$ cat config.mk
export PLATFORM = sky130hd
export DESIGN_NAME = axi_lite_regfile_slv
export DESIGN_NICKNAME = d
export VERILOG_FILES = /design/src/rtl/axi_lite_regfile_slv.sv
export SDC_FILE = /design/constraint.sdc
export NUM_CORES = 1
export LEC_CHECK = 0
export BUFFER_PORTS_ARGS = -buffer_cell sky130_fd_sc_hd__buf_2
export CAP_MARGIN = 5
export CORE_AREA = 3 3 467 469
export DETAILED_ROUTE_END_ITERATION = 10
export DIE_AREA = 0 0 470 472
export GPL_TIMING_DRIVEN = 0
export HOLD_SLACK_MARGIN = 0.02
export PLACE_DENSITY = 0.44
export SLEW_MARGIN = 0
export SYNTH_ARGS = -nofsm -noshare
export SYNTH_HDL_FRONTEND = slang
export SYNTH_SLANG_ARGS = --single-unit
$ cat constraint.sdc
create_clock -name clk_i -period 3.3 [get_ports clk_i]
set_input_delay 0.165 -clock clk_i [delete_from_list [all_inputs] [get_ports clk_i]]
set_output_delay 0.165 -clock clk_i [all_outputs]
set_load 0.02 [all_outputs]
$ cat src/rtl/axi_lite_regfile_slv.sv
// -----------------------------------------------------------------------------
// axi_lite_regfile_slv
//   AXI4-Lite responder holding NumRegs 32-bit control/status registers that
//   are also exposed to hardware in parallel. Address decode has already been
//   done upstream; only the word index bits of the address are used here.
//   One write and one read may be outstanding at a time, independently.
//
// Ports
//   clk_i       clock
//   rst_ni      asynchronous active-low reset
//   req_i       AXI-Lite request  (aw, w, b_ready, ar, r_ready)
//   resp_o      AXI-Lite response (aw_ready, w_ready, b, ar_ready, r)
//   reg_q_o     current register contents
//   hw_we_i     per-register hardware load enable (wins over a bus write)
//   hw_d_i      hardware load data
//   wr_pulse_o  one-cycle pulse when a bus write commits to register i
// -----------------------------------------------------------------------------

package ariane_axi_soc;

  typedef struct packed {
    logic [31:0] addr;
    logic [2:0]  prot;
  } aw_chan_lite_t;

  typedef struct packed {
    logic [31:0] data;
    logic [3:0]  strb;
  } w_chan_lite_t;

  typedef struct packed {
    logic [1:0] resp;
  } b_chan_lite_t;

  typedef struct packed {
    logic [31:0] addr;
    logic [2:0]  prot;
  } ar_chan_lite_t;

  typedef struct packed {
    logic [31:0] data;
    logic [1:0]  resp;
  } r_chan_lite_t;

  typedef struct packed {
    aw_chan_lite_t aw;
    logic          aw_valid;
    w_chan_lite_t  w;
    logic          w_valid;
    logic          b_ready;
    ar_chan_lite_t ar;
    logic          ar_valid;
    logic          r_ready;
  } req_lite_t;

  typedef struct packed {
    logic         aw_ready;
    logic         w_ready;
    b_chan_lite_t b;
    logic         b_valid;
    logic         ar_ready;
    r_chan_lite_t r;
    logic         r_valid;
  } resp_lite_t;

endpackage

module axi_lite_regfile_slv
  import ariane_axi_soc::*;
#(
  parameter int unsigned                NumRegs      = 16,
  parameter logic [NumRegs-1:0][31:0]   RegRstVal    = '0,
  parameter logic [NumRegs-1:0]         ReadOnlyMask = '0
) (
  input  logic                          clk_i,
  input  logic                          rst_ni,
  input  req_lite_t                     req_i,
  output resp_lite_t                    resp_o,
  output logic [NumRegs-1:0][31:0]      reg_q_o,
  input  logic [NumRegs-1:0]            hw_we_i,
  input  logic [NumRegs-1:0][31:0]      hw_d_i,
  output logic [NumRegs-1:0]            wr_pulse_o
);

  localparam int unsigned      IdxW     = (NumRegs > 1) ? $clog2(NumRegs) : 1;
  localparam logic [IdxW:0]    NumRegsW = (IdxW + 1)'(NumRegs);
  localparam logic [1:0]       RespOkay = 2'b00;
  localparam logic [1:0]       RespSlvErr = 2'b10;

  // write channel capture state
  logic                       r_aw_q;
  logic [IdxW-1:0]            r_aw_idx;
  logic                       r_w_q;
  logic [31:0]                r_w_data;
  logic [3:0]                 r_w_strb;
  logic                       r_b_valid;
  logic [1:0]                 r_b_resp;

  // read channel state
  logic                       r_r_valid;
  logic [31:0]                r_r_data;
  logic [1:0]                 r_r_resp;

  // register array
  logic [NumRegs-1:0][31:0]   r_regs;
  logic [NumRegs-1:0]         r_wr_pulse;

  logic                       w_aw_ready;
  logic                       w_w_ready;
  logic                       w_ar_ready;
  logic                       w_aw_hs;
  logic                       w_w_hs;
  logic                       w_ar_hs;
  logic                       w_commit;
  logic [IdxW-1:0]            w_wr_idx;
  logic [31:0]                w_wr_data;
  logic [3:0]                 w_wr_strb;
  logic                       w_wr_inrange;
  logic [NumRegs-1:0]         w_wr_hit;
  logic [IdxW-1:0]            w_rd_idx;
  logic                       w_rd_inrange;
  logic [31:0]                w_rd_data;
  logic                       w_unused;

  assign w_aw_ready = !r_aw_q && !r_b_valid;
  assign w_w_ready  = !r_w_q && !r_b_valid;
  assign w_ar_ready = !r_r_valid;

  assign w_aw_hs = req_i.aw_valid && w_aw_ready;
  assign w_w_hs  = req_i.w_valid && w_w_ready;
  assign w_ar_hs = req_i.ar_valid && w_ar_ready;

  // The write commits on the edge where the second of AW/W is accepted, so
  // either half may come from the capture registers or straight off the bus.
  assign w_commit  = (r_aw_q || w_aw_hs) && (r_w_q || w_w_hs);
  assign w_wr_idx  = r_aw_q ? r_aw_idx : req_i.aw.addr[IdxW+1:2];
  assign w_wr_data = r_w_q ? r_w_data : req_i.w.data;
  assign w_wr_strb = r_w_q ? r_w_strb : req_i.w.strb;

  assign w_wr_inrange = ({1'b0, w_wr_idx} < NumRegsW);
  assign w_rd_idx     = req_i.ar.addr[IdxW+1:2];
  assign w_rd_inrange = ({1'b0, w_rd_idx} < NumRegsW);

  // Per-register hit vector; read-only and out-of-range targets never hit.
  always_comb begin
    w_wr_hit = '0;
    for (int i = 0; i < NumRegs; i++) begin
      w_wr_hit[i] = w_commit && w_wr_inrange && (w_wr_idx == IdxW'(i)) && !ReadOnlyMask[i];
    end
  end

  // Read mux built as a loop so an out-of-range index simply yields zero.
  always_comb begin
    w_rd_data = '0;
    for (int i = 0; i < NumRegs; i++) begin
      if (w_rd_idx == IdxW'(i)) begin
        w_rd_data = r_regs[i];
      end
    end
  end

  always_ff @(posedge clk_i or negedge rst_ni) begin
    if (!rst_ni) begin
      r_aw_q    <= 1'b0;
      r_aw_idx  <= '0;
      r_w_q     <= 1'b0;
      r_w_data  <= '0;
      r_w_strb  <= '0;
      r_b_valid <= 1'b0;
      r_b_resp  <= RespOkay;
    end else begin
      if (w_commit) begin
        r_aw_q    <= 1'b0;
        r_w_q     <= 1'b0;
        r_b_valid <= 1'b1;
        r_b_resp  <= w_wr_inrange ? RespOkay : RespSlvErr;
      end else begin
        if (w_aw_hs) begin
          r_aw_q   <= 1'b1;
          r_aw_idx <= req_i.aw.addr[IdxW+1:2];
        end
        if (w_w_hs) begin
          r_w_q    <= 1'b1;
          r_w_data <= req_i.w.data;
          r_w_strb <= req_i.w.strb;
        end
        if (r_b_valid && req_i.b_ready) begin
          r_b_valid <= 1'b0;
        end
      end
    end
  end

  always_ff @(posedge clk_i or negedge rst_ni) begin
    if (!rst_ni) begin
      r_r_valid <= 1'b0;
      r_r_data  <= '0;
      r_r_resp  <= RespOkay;
    end else begin
      if (w_ar_hs) begin
        r_r_valid <= 1'b1;
        r_r_data  <= w_rd_inrange ? w_rd_data : 32'h0;
        r_r_resp  <= w_rd_inrange ? RespOkay : RespSlvErr;
      end else if (r_r_valid && req_i.r_ready) begin
        r_r_valid <= 1'b0;
      end
    end
  end

  // Hardware load has priority over a bus write to the same register; the
  // pulse still reports the bus commit.
  always_ff @(posedge clk_i or negedge rst_ni) begin
    if (!rst_ni) begin
      r_regs     <= RegRstVal;
      r_wr_pulse <= '0;
    end else begin
      for (int i = 0; i < NumRegs; i++) begin
        if (hw_we_i[i]) begin
          r_regs[i] <= hw_d_i[i];
        end else if (w_wr_hit[i]) begin
          for (int b = 0; b < 4; b++) begin
            if (w_wr_strb[b]) begin
              r_regs[i][8*b +: 8] <= w_wr_data[8*b +: 8];
            end
          end
        end
      end
      r_wr_pulse <= w_wr_hit;
    end
  end

  always_comb begin
    resp_o          = '0;
    resp_o.aw_ready = w_aw_ready;
    resp_o.w_ready  = w_w_ready;
    resp_o.b.resp   = r_b_resp;
    resp_o.b_valid  = r_b_valid;
    resp_o.ar_ready = w_ar_ready;
    resp_o.r.data   = r_r_data;
    resp_o.r.resp   = r_r_resp;
    resp_o.r_valid  = r_r_valid;
  end

  assign reg_q_o    = r_regs;
  assign wr_pulse_o = r_wr_pulse;

  // address bits outside the word index and the prot fields are don't-care
  assign w_unused = ^{req_i.aw.addr[31:IdxW+2], req_i.aw.addr[1:0], req_i.aw.prot,
                      req_i.ar.addr[31:IdxW+2], req_i.ar.addr[1:0], req_i.ar.prot};

  // master-side protocol: payload held while waiting for ready
  a_aw_stable: assert property (@(posedge clk_i) disable iff (!rst_ni)
    req_i.aw_valid && !w_aw_ready |=> req_i.aw_valid && $stable(req_i.aw));
  a_w_stable: assert property (@(posedge clk_i) disable iff (!rst_ni)
    req_i.w_valid && !w_w_ready |=> req_i.w_valid && $stable(req_i.w));
  a_ar_stable: assert property (@(posedge clk_i) disable iff (!rst_ni)
    req_i.ar_valid && !w_ar_ready |=> req_i.ar_valid && $stable(req_i.ar));
  // a pending response excludes any further captured write
  a_one_wr: assert property (@(posedge clk_i) disable iff (!rst_ni)
    r_b_valid |-> !r_aw_q && !r_w_q);

endmodule

# Word-level counts from Yosys, hierarchy flattened
# Cells that the tools add are included.
op_classes:
  eq_ne: 30
  muxes: 63
  reduce_logical: 182
  bitwise_logic: 1
ops:
  columns: ["op", "count"]
  rows:
  - ["two-way mux 32 bit", 49]
  - ["nonzero test 2 bit", 84]
  - ["AND reduction 2 bit", 66]
  - ["== test 4 bit, second input constant", 16]
  - ["== test 4 x 3 -> 1 bit, second input constant", 8]
  - ["two-way mux 8 bit", 4]
  - ["logical AND 1 bit", 24]
  - ["== test 4 x 2 -> 1 bit, second input constant", 4]
  - ["== test 4 x 1 -> 1 bit, second input constant", 2]
  - ["logical NOT 4 bit", 2]
  - ["two-way mux 1 bit", 8]
  - ["two-way mux 4 bit", 2]
  - ["logical NOT 1 bit", 4]
  - ["logical OR 1 bit", 2]
  - ["NOT 1 bit", 1]
totals:
  regBits: 604
  wordCells: 349
  input_bits: 641

# Logic depth before layout (Yosys ltp)
# Gate-level depths: netlist of the first run.
depth:
  depth_word: 17
  mapped_depth: 10

# Worst setup path before layout of the first run
# No wires, ideal clock.
synth_timing:
  path_type: "register to register"
  start: "register r_aw_q"
  end: "register r_regs, in the netlist reg_q_o[187]"
  synth_period_minus_slack_ns: 2.263
  arrival_time_ns: 2.128
  required_time_ns: 3.166
  path_stages_with_launch: 7
  slack_ns: 1.037
  path_cell_list: "dfrtp_1 -> or3b_2 -> buf_2 -> a222oi_1 -> nand2_2 -> mux2i_1 -> o21ai_0"
synth_via:
  elab_chain_len: 8
synth_rtl:
  columns: ["item", "line_no", "rtl"]
  rows:
  - ["from (decl)", "91", "logic r_aw_q;"]
  - ["from (signal assigned)", "164", "r_aw_q <= 1'b0;"]
  - ["from (signal assigned)", "173", "r_aw_q <= 1'b0;"]
  - ["from (signal assigned)", "179", "r_aw_q <= 1'b1;"]
  - ["logical NOT 1 bit", "125", "assign w_aw_ready = !r_aw_q && !r_b_valid;"]
  - ["logical AND 1 bit", "125", null]
  - ["logical AND 1 bit", "129", "assign w_aw_hs = req_i.aw_valid && w_aw_ready;"]
  - ["logical OR 1 bit", "135", "assign w_commit = (r_aw_q || w_aw_hs) && (r_w_q || w_w_hs);"]
  - ["logical AND 1 bit", "135", null]
  - ["logical AND 1 bit (*)", "148", "w_wr_hit[i] = w_commit && w_wr_inrange && (w_wr_idx == IdxW'(i)) && !ReadOnlyMask[i];"]
  - ["nonzero test 2 bit (no source line) (*)", null, null]
  - ["AND reduction 2 bit (no source line) (*)", null, null]
  - ["to (signal assigned)", "214", "r_regs <= RegRstVal;"]
  - ["to (signal, indexed assignment)", "219", "r_regs[i] <= hw_d_i[i];"]
  - ["to (signal, indexed assignment)", "223", "r_regs[i][8*b +: 8] <= w_wr_data[8*b +: 8];"]
  - ["to (decl)", "105", "logic [NumRegs-1:0][31:0] r_regs;"]
# Mark *: on every way between the ends. The rest lies on a longest branch, timed or not.
# A chain may end at the register's enable or synchronous reset.

# Worst setup path in the final report of the first run
layout_timing:
  start: "input req_i[9] in the netlist's numbering"
  end: "register r_r_data[15]"
layout_via:
  elab_chain_len: 17
layout_rtl:
  columns: ["item", "line_no", "rtl"]
  rows:
  - ["from (decl)", "77", "input req_lite_t req_i,"]
  - ["logical NOT 4 bit", "156", "if (w_rd_idx == IdxW'(i)) begin"]
  - ["two-way mux 32 bit (15 in series)", "156", null]
  - ["two-way mux 32 bit (*)", "156", null]
  - ["to (signal assigned)", "202", "r_r_data <= w_rd_inrange ? w_rd_data : 32'h0;"]
  - ["to (decl)", "101", "logic [31:0] r_r_data;"]
# Marked as above.

==> results of run 1 <==
-- per-layer routing --
layer  GRT usage  routed length (um)  share of wire  up-vias
met5           0                 502         0.0015        -
met1       0.377              145000           0.42    19700
li1            -                   -              -    15800
met2       0.462              150000           0.44     2301
met4       0.150               20000          0.058       56
met3      0.0869               27900          0.081      604
-- critical path: cells and delay by family --
kind            cells  cell delay (ns)
simple gates        3             1.15
compound gates      2             1.06
buf+inv             3             1.67
-- through the flow --
stage | total power [mW] | TNS (ns) | util | area [um2]
detailed placement | 20.8 | -81.56 | 0.200 | 42800
global placement | 20.5 | -7695.49 | 0.196 | 42000
CTS | 31.9 | -0.0155 | 0.241 | 51700
floorplan | 13.5 | 0 | - | 32800
finish | 31.9 | -0.937 | 0.242 | 51900
global route | 32.7 | -0.136 | 0.241 | 51800
-- cell type report --
type,count,share of cell area
Sequential cell,604,0.291
Multi-Input combinational cell,2430,0.320
Clock inverter,44,0.0120
Tap cell,2838,0.0684
Timing Repair Buffer,1743,0.233
Inverter,15,0.00108
Clock buffer,110,0.0461
Antenna cell,63,0.00304
Buffer,290,0.0249
-- placed cells by master, fill, tap and decap left out, types with 20 or more instances in the layout --
| cell type | netlist | final |
|---|---|---|
| a211oi_1 | 29 | 29 |
| a21oi_1 | 100 | 96 |
| buf_1 | 33 | 23 |
| buf_2 | 47 | 1174 |
| clkbuf_1 | 199 | 166 |
| clkbuf_16 | 0 | 87 |
| clkbuf_2 | 0 | 39 |
| dfrtp_1 | 604 | 604 |
| diode_2 | 0 | 63 |
| dlygate4sd3_1 | 0 | 576 |
| mux2_2 | 109 | 107 |
| mux2i_1 | 568 | 568 |
| mux4_2 | 41 | 41 |
| nand2_1 | 594 | 593 |
| nand3b_1 | 27 | 27 |
| nor2_1 | 76 | 76 |
| nor2b_1 | 28 | 28 |
| nor3_1 | 22 | 21 |
| nor3_2 | 32 | 23 |
| o21ai_0 | 563 | 561 |
| o221ai_1 | 20 | 20 |
| o22ai_1 | 41 | 41 |
-- logic make-up (layout without fill, tap and decap cells) --
logic type             after synthesis  after routing  synth area share
AND/OR/NAND/NOR                    869            869             0.119
flip-flops                         604            604             0.461
other                                1             67          0.000114
AO/OA/AOI/OAI                      839            839             0.143
multiplexers                       718            718             0.239
buffers and inverters              306           2202            0.0383
-- worst max-delay path by stage --
stage / from / endpoint / slack [ns]
after CTS: r_aw_q / reg_q_o[380] / -0.02
final: req_i[9] / r_r_data[15] / -0.15
after floorplan: r_aw_q / reg_q_o[187] / 1.04
after detailed placement: req_i[9] / r_r_data[15] / -1.89
after global placement: rst_ni / reg_q_o[145] / -12.61
after global routing: r_aw_q / reg_q_o[96] / -0.03
-- flip-flops by register name, summed over array words and instances (netlist names), 4 cells and up --
register,cells
r_aw_idx,4
r_r_data,32
r_w_data,32
r_w_strb,4
reg_q_o,512
wr_pulse_o,16
-- power groups by stage --
stage          Clock, mW  Combinational [mW]  Sequential [mW]
2_1_floorplan          0                3.45             10.1
3_5_place_dp           0                10.8             9.99
6_report            10.3                11.6             9.92
5_1_grt             10.8                12.0             9.97
4_1_cts             10.5                11.5             9.87
3_3_place_gp           0                10.5             9.97
-- timing repair --
item / 4_1_cts / 5_1_grt
hold endpoints to repair: 759 / 0
buffers inserted: 1 / 2
endpoints found under the setup margin: 237 / 56
resized for setup: 34 / 25
pin swaps: 1 / 1
hold buffers: 576 / 0
==> summary.json, run 1 <==
{
  "ff_latch_area": {"value": 15100, "unit": "um2"},
  "boundaryPins": {"value": 1210},
  "grt_overflow_total": {"value": 0},
  "grt_setup_unrepaired": {"value": "yes"},
  "max_clock_freq": {"value": 290, "unit": "MHz"},
  "switching_share": {"value": 0.442},
  "place_ws": {"value": -1.89, "unit": "ns"},
  "synthCells": {"value": 3337},
  "type_of_the_most_critical_hold_path": {"value": "in2async"},
  "post_route_cells_drive_above_1_share": {"value": 0.315},
  "synthesis.yosys.warnings": {"value": 0},
  "slew_headroom": {"value": 0.0473},
  "postSynth.asyncResetShare": {"value": 1.00},
  "power.static_leakage": {"value": 23.9, "unit": "nW"},
  "clk-insertion-delay-late": {"value": 0.75, "unit": "ns"},
  "yosys-top-cells-count": {"value": "dfrtp_1, nand2_1, mux2i_1"},
  "tritoncts": {"value": "yes"},
  "netlist-cell-type-count": {"value": 59},
  "cell_by_cell_trace_of_the_critical_path": {"value": "buf_2, clkbuf_1, clkdlybuf4s15_2, nand2_2, o21ai_1, o32ai_1, nand4_1, nand2_1"},
  "dr.first_iter.drc_count": {"value": 4003},
  "critPathCaptureType": {"value": "flip-flop"},
  "combPwrFrac": {"value": 0.365},
  "grt_first_pass_wirelength": {"value": 427000, "unit": "um"},
  "ys_ff_latch": {"value": 604},
  "worst-path-max-fanout": {"value": 10},
  "skew": {"value": 0.0492, "unit": "ns"},
  "drv_slew": {"value": 0},
  "area_share_of_the_largest_cell_type_after_synthesis": {"value": 0.461},
  "power.share.sequential": {"value": 0.311},
  "internal_power": {"value": 17.8, "unit": "mW"},
  "multi_input_area": {"value": 16600, "unit": "um2"},
  "reg2reg_setup_slack": {"value": -0.06, "unit": "ns"},
  "postRouteAntennaNets": {"value": 0},
  "die_height": {"value": 472, "unit": "um"},
  "std_cell_rows": {"value": 170},
  "maxCapViolCount": {"value": 0},
  "port-buffer-count": {"value": 1125},
  "failed_checks": {"value": "setup timing"},
  "outcome": {"value": "complete, but fails checks"},
  "clock_power_share": {"value": 0.324},
  "drcViolationCount": {"value": 0},
  "maximum_number_of_pins_on_one_net_before_global_route_repair": {"value": 111},
  "dr_total_vias": {"value": 38500},
  "core_area": {"value": 214000, "unit": "um2"},
  "cts.sinks": {"value": 604},
  "crit-reg2reg-capture": {"value": "reg_q_o[380]"},
  "initial_core_util": {"value": 0.153},
  "grt_antenna_before_repair": {"value": 122},
  "synthTopCellsByArea": {"value": "dfrtp_1, mux2i_1, o21ai_0, nand2_1, mux2_2"},
  "cts.path.max_buffers": {"value": 3},
  "number_of_synthesized_flops_with_an_enable_pin": {"value": 0},
  "startpoint_class_of_the_critical_path": {"value": "input pin"},
  "net_switching_power_of_the_design": {"value": 14.1, "unit": "mW"},
  "via_per_inst": {"value": 4.73},
  "final_cell_count_no_fill": {"value": 8137},
  "syn_area": {"value": 32800, "unit": "um2"},
  "synth_sequential_area_ratio": {"value": 0.461},
  "critical-path-max-stage-delay": {"value": 0.79, "unit": "ns"},
  "routed_wirelength": {"value": 343000, "unit": "um"},
  "hpwl_reported_at_the_end_of_detailed_placement": {"value": 283000, "unit": "um"},
  "rr_startpoint": {"value": "r_aw_q"},
  "layout_setup_ws": {"value": -0.154, "unit": "ns"},
  "hold_viol_final": {"value": 0},
  "setup_viol": {"value": 21},
  "avgSynthCellArea": {"value": 9.83, "unit": "um2"},
  "crit_slowest_cell": {"value": "o21ai_1"},
  "period_minus_slack": {"value": 3.45, "unit": "ns"},
  "fp.dieArea": {"value": 222000, "unit": "um2"},
  "filler_cell_count": {"value": 23400},
  "critical_path_required": {"value": 3.91, "unit": "ns"},
  "final_nets": {"value": 5809},
  "dpl.cell_count": {"value": 7342},
  "clkTransAtPathRegs": {"value": 0.07, "unit": "ns"},
  "cts_inserted_buffers": {"value": 84},
  "worst_r2r_path_depth": {"value": 6},
  "ctsRootBufferMaster": {"value": "clkbuf_16"},
  "post-synth-top-area-cell": {"value": "dfrtp_1"},
  "crit_arrival": {"value": 4.06, "unit": "ns"},
  "synthMostInstantiatedCell": {"value": "dfrtp_1"},
  "hold-worst-slack": {"value": 0.0462, "unit": "ns"},
  "routedWlPerCell": {"value": 42.1, "unit": "um"},
  "yosys_most_used_dff": {"value": "dfrtp_1"},
  "critPathKind": {"value": "in2reg"},
  "pwr_density_cell": {"value": 614, "unit": "nW/um2"},
  "first_global_vias": {"value": 38200},
  "htreeDepth": {"value": 3},
  "drt_first_pass_iters": {"value": 5},
  "worst_ir_drop_vdd": {"value": 0.393, "unit": "mV"},
  "syn_to_final_growth": {"value": 58.1, "unit": "%"},
  "layout_worst_path_cycle_share": {"value": 1.05},
  "grt.total_usage": {"value": 0.298},
  "finalWeightedCongestion": {"value": 0.933},
  "floorplan.die.width": {"value": 470, "unit": "um"},
  "worst_margin_pin_slew": {"value": 1.43, "unit": "ns"}
}
No activity file was read; power rests on OpenSTA's default activity.
==> run 2: changes to the inputs <==
Settings changed: BUFFER_PORTS_ARGS -buffer_cell sky130_fd_sc_hd__buf_2 to default, DONT_BUFFER_PORTS from default to 1, PLACE_DENSITY 0.44 to 0.39.
==> summary.json, run 2 (synthesized netlist as in run 1, its figures left out) <==
{
  "grt_overflow_total": {"value": 0},
  "first_global_vias": {"value": 33500},
  "dr_total_vias": {"value": 34000},
  "final_nets": {"value": 4680},
  "drcViolationCount": {"value": 0},
  "pwr_density_cell": {"value": 657, "unit": "nW/um2"},
  "dpl_cell_area": {"value": 36900, "unit": "um2"},
  "fp.dieArea": {"value": 222000, "unit": "um2"},
  "worst_margin_pin_slew": {"value": 1.58, "unit": "ns"},
  "post-route-cell-area": {"value": 46000, "unit": "um2"},
  "routed_wirelength": {"value": 332000, "unit": "um"},
  "skew": {"value": 0.0490, "unit": "ns"},
  "clkTransAtPathRegs": {"value": 0.06, "unit": "ns"},
  "layout_setup_ws": {"value": -0.0721, "unit": "ns"},
  "reg2reg_setup_slack": {"value": -0.03, "unit": "ns"},
  "rr_startpoint": {"value": "r_aw_q"},
  "timing.hold.worst_endpoint": {"value": "reg_q_o[279]"},
  "critical_path_required": {"value": 3.94, "unit": "ns"},
  "via_per_inst": {"value": 4.84},
  "largest_register_ffs": {"value": 512},
  "drv_slew": {"value": 161},
  "maximum_number_of_pins_on_one_net_before_global_route_repair": {"value": 605},
  "cts_inserted_buffers": {"value": 84},
  "cells_on_worst_hold_path": {"value": 2},
  "floorplan.die.width": {"value": 470, "unit": "um"},
  "worst_ir_drop_vdd": {"value": 0.453, "unit": "mV"},
  "critPathCaptureType": {"value": "flip-flop"},
  "std_cell_rows": {"value": 170},
  "hold_viol_final": {"value": 0},
  "routedWlPerCell": {"value": 47.2, "unit": "um"},
  "min_from": {"value": "hw_we_i[8]"},
  "grt_setup_unrepaired": {"value": "yes"},
  "final_setup_tns": {"value": -0.220, "unit": "ns"},
  "dr.first_iter.drc_count": {"value": 3511},
  "die_height": {"value": 472, "unit": "um"},
  "ctsRootBufferMaster": {"value": "clkbuf_16"},
  "port-buffer-count": {"value": 0},
  "core_area": {"value": 214000, "unit": "um2"},
  "crit_arrival": {"value": 4.01, "unit": "ns"},
  "most_used_cells_in_the_layout_excluding_fill_and_tap_cells": {"value": "dfrtp_1, nand2_1, dlygate4sd3_1"},
  "startpoint_class_of_the_critical_path": {"value": "input pin"},
  "failed_checks": {"value": "slew limit, setup timing"},
  "worst_r2r_path_depth": {"value": 8},
  "hold-worst-slack": {"value": 0.0830, "unit": "ns"},
  "grt_first_pass_wirelength": {"value": 409000, "unit": "um"},
  "finish.utilization": {"value": 0.215},
  "htreeDepth": {"value": 3},
  "cts.sinks": {"value": 604},
  "grt.total_usage": {"value": 0.288},
  "critPathKind": {"value": "in2reg"},
  "clk-insertion-delay-late": {"value": 0.77, "unit": "ns"},
  "boundaryPins": {"value": 1210},
  "slew_headroom": {"value": -0.0563},
  "grt_antenna_before_repair": {"value": 129},
  "max_clock_freq": {"value": 297, "unit": "MHz"},
  "setup_viol": {"value": 8},
  "post_route_cells_drive_above_1_share": {"value": 0.121},
  "layout_worst_path_cycle_share": {"value": 1.02},
  "place_ws": {"value": -1.28, "unit": "ns"},
  "power.static_leakage": {"value": 19.1, "unit": "nW"},
  "crit-reg2reg-capture": {"value": "reg_q_o[59]"},
  "layout.cells.most_common": {"value": "dfrtp_1"},
  "worst-path-max-fanout": {"value": 10},
  "finalWeightedCongestion": {"value": 0.921},
  "drt_first_pass_iters": {"value": 6},
  "initial_core_util": {"value": 0.153},
  "period_minus_slack": {"value": 3.37, "unit": "ns"},
  "crit_path_start": {"value": "req_i[8]"},
  "cts.path.max_buffers": {"value": 3},
  "hpwl_reported_at_the_end_of_detailed_placement": {"value": 273000, "unit": "um"},
  "maxCapViolCount": {"value": 0},
  "tritoncts": {"value": "yes"},
  "syn_to_final_growth": {"value": 40.2, "unit": "%"},
  "postRouteAntennaNets": {"value": 0},
  "outcome": {"value": "complete, but fails checks"},
  "type_of_the_most_critical_hold_path": {"value": "in2reg"}
}
[run 2: cell count changes in the layout (fill, tap and decap cells not counted), moves of 5 or more]
cell,change
buf_8,-9
clkinvlp_4,-5
clkinv_2,-6
bufinv_16,-5
diode_2,+20
buf_2,-1125
dlygate4sd3_1,+6
clkbuf_1,+5
[run 2: layer usage]
layer  share of wire  up-vias  GRT usage
li1                -    13500          -
met1            0.41    17600      0.354
met2            0.45     2279      0.453
met3           0.091      555     0.0975
met4           0.053       54      0.134
met5          0.0011        -          0
[run 2: worst max path at each step]
| stage | end | slack [ns] | depth (start not counted) |
|---|---|---|---|
| finish | r_r_data[5] | -0.07 | 7 |
| global route | reg_q_o[238] | -0.08 | 7 |
| CTS | reg_q_o[277] | 0.006 | 7 |
| detailed placement | r_r_data[9] | -1.28 | 10 |
| global placement | r_r_data[13] | -2.04 | 9 |
| floorplan | reg_q_o[187] | 1.04 | 6 |
[run 2: critical path: stages]
cell	delay (ns)
clkbuf_1	0.36
buf_2	0.62
buf_2	0.72
nor2_1	0.39
a21oi_1	0.86
nand4_1	0.68
nand2_1	0.19
[run 2: final cells by class]
type	count	area (um2)
Fill cell	23500	168000
Multi-Input combinational cell	2430	16600
Sequential cell	604	15100
Timing Repair Buffer	615	6350
Tap cell	2838	3550
Clock buffer	118	2410
Buffer	289	1290
Clock inverter	28	403
Antenna cell	83	208
Inverter	15	56.3
[run 2: timing repair]
action | in CTS | in global routing
pin swaps | 2 | 1
hold buffers | 580 | 4
setup endpoints to repair | 252 | 74
gates resized for setup | 26 | 28
hold endpoints to repair | 1164 | 293
buffers inserted | 2 | 0
[run 2: per-stage QoR]
step | power [mW] | cells
3_5_place_dp | 19.5 | 6204
4_1_cts | 30.0 | 6930
3_3_place_gp | 19.2 | 6178
5_1_grt | 30.9 | 6954
2_1_floorplan | 13.5 | 3340
6_report | 30.2 | 7020
[run 2: power breakdown]
group | leakage [nW] | switching, mW | total [mW] | internal, mW
combinational | 10.4 | 6.39 | 8.87 | 2.47
clock | 1.37 | 4.08 | 9.79 | 5.71
sequential | 7.37 | 3.20 | 11.6 | 8.38
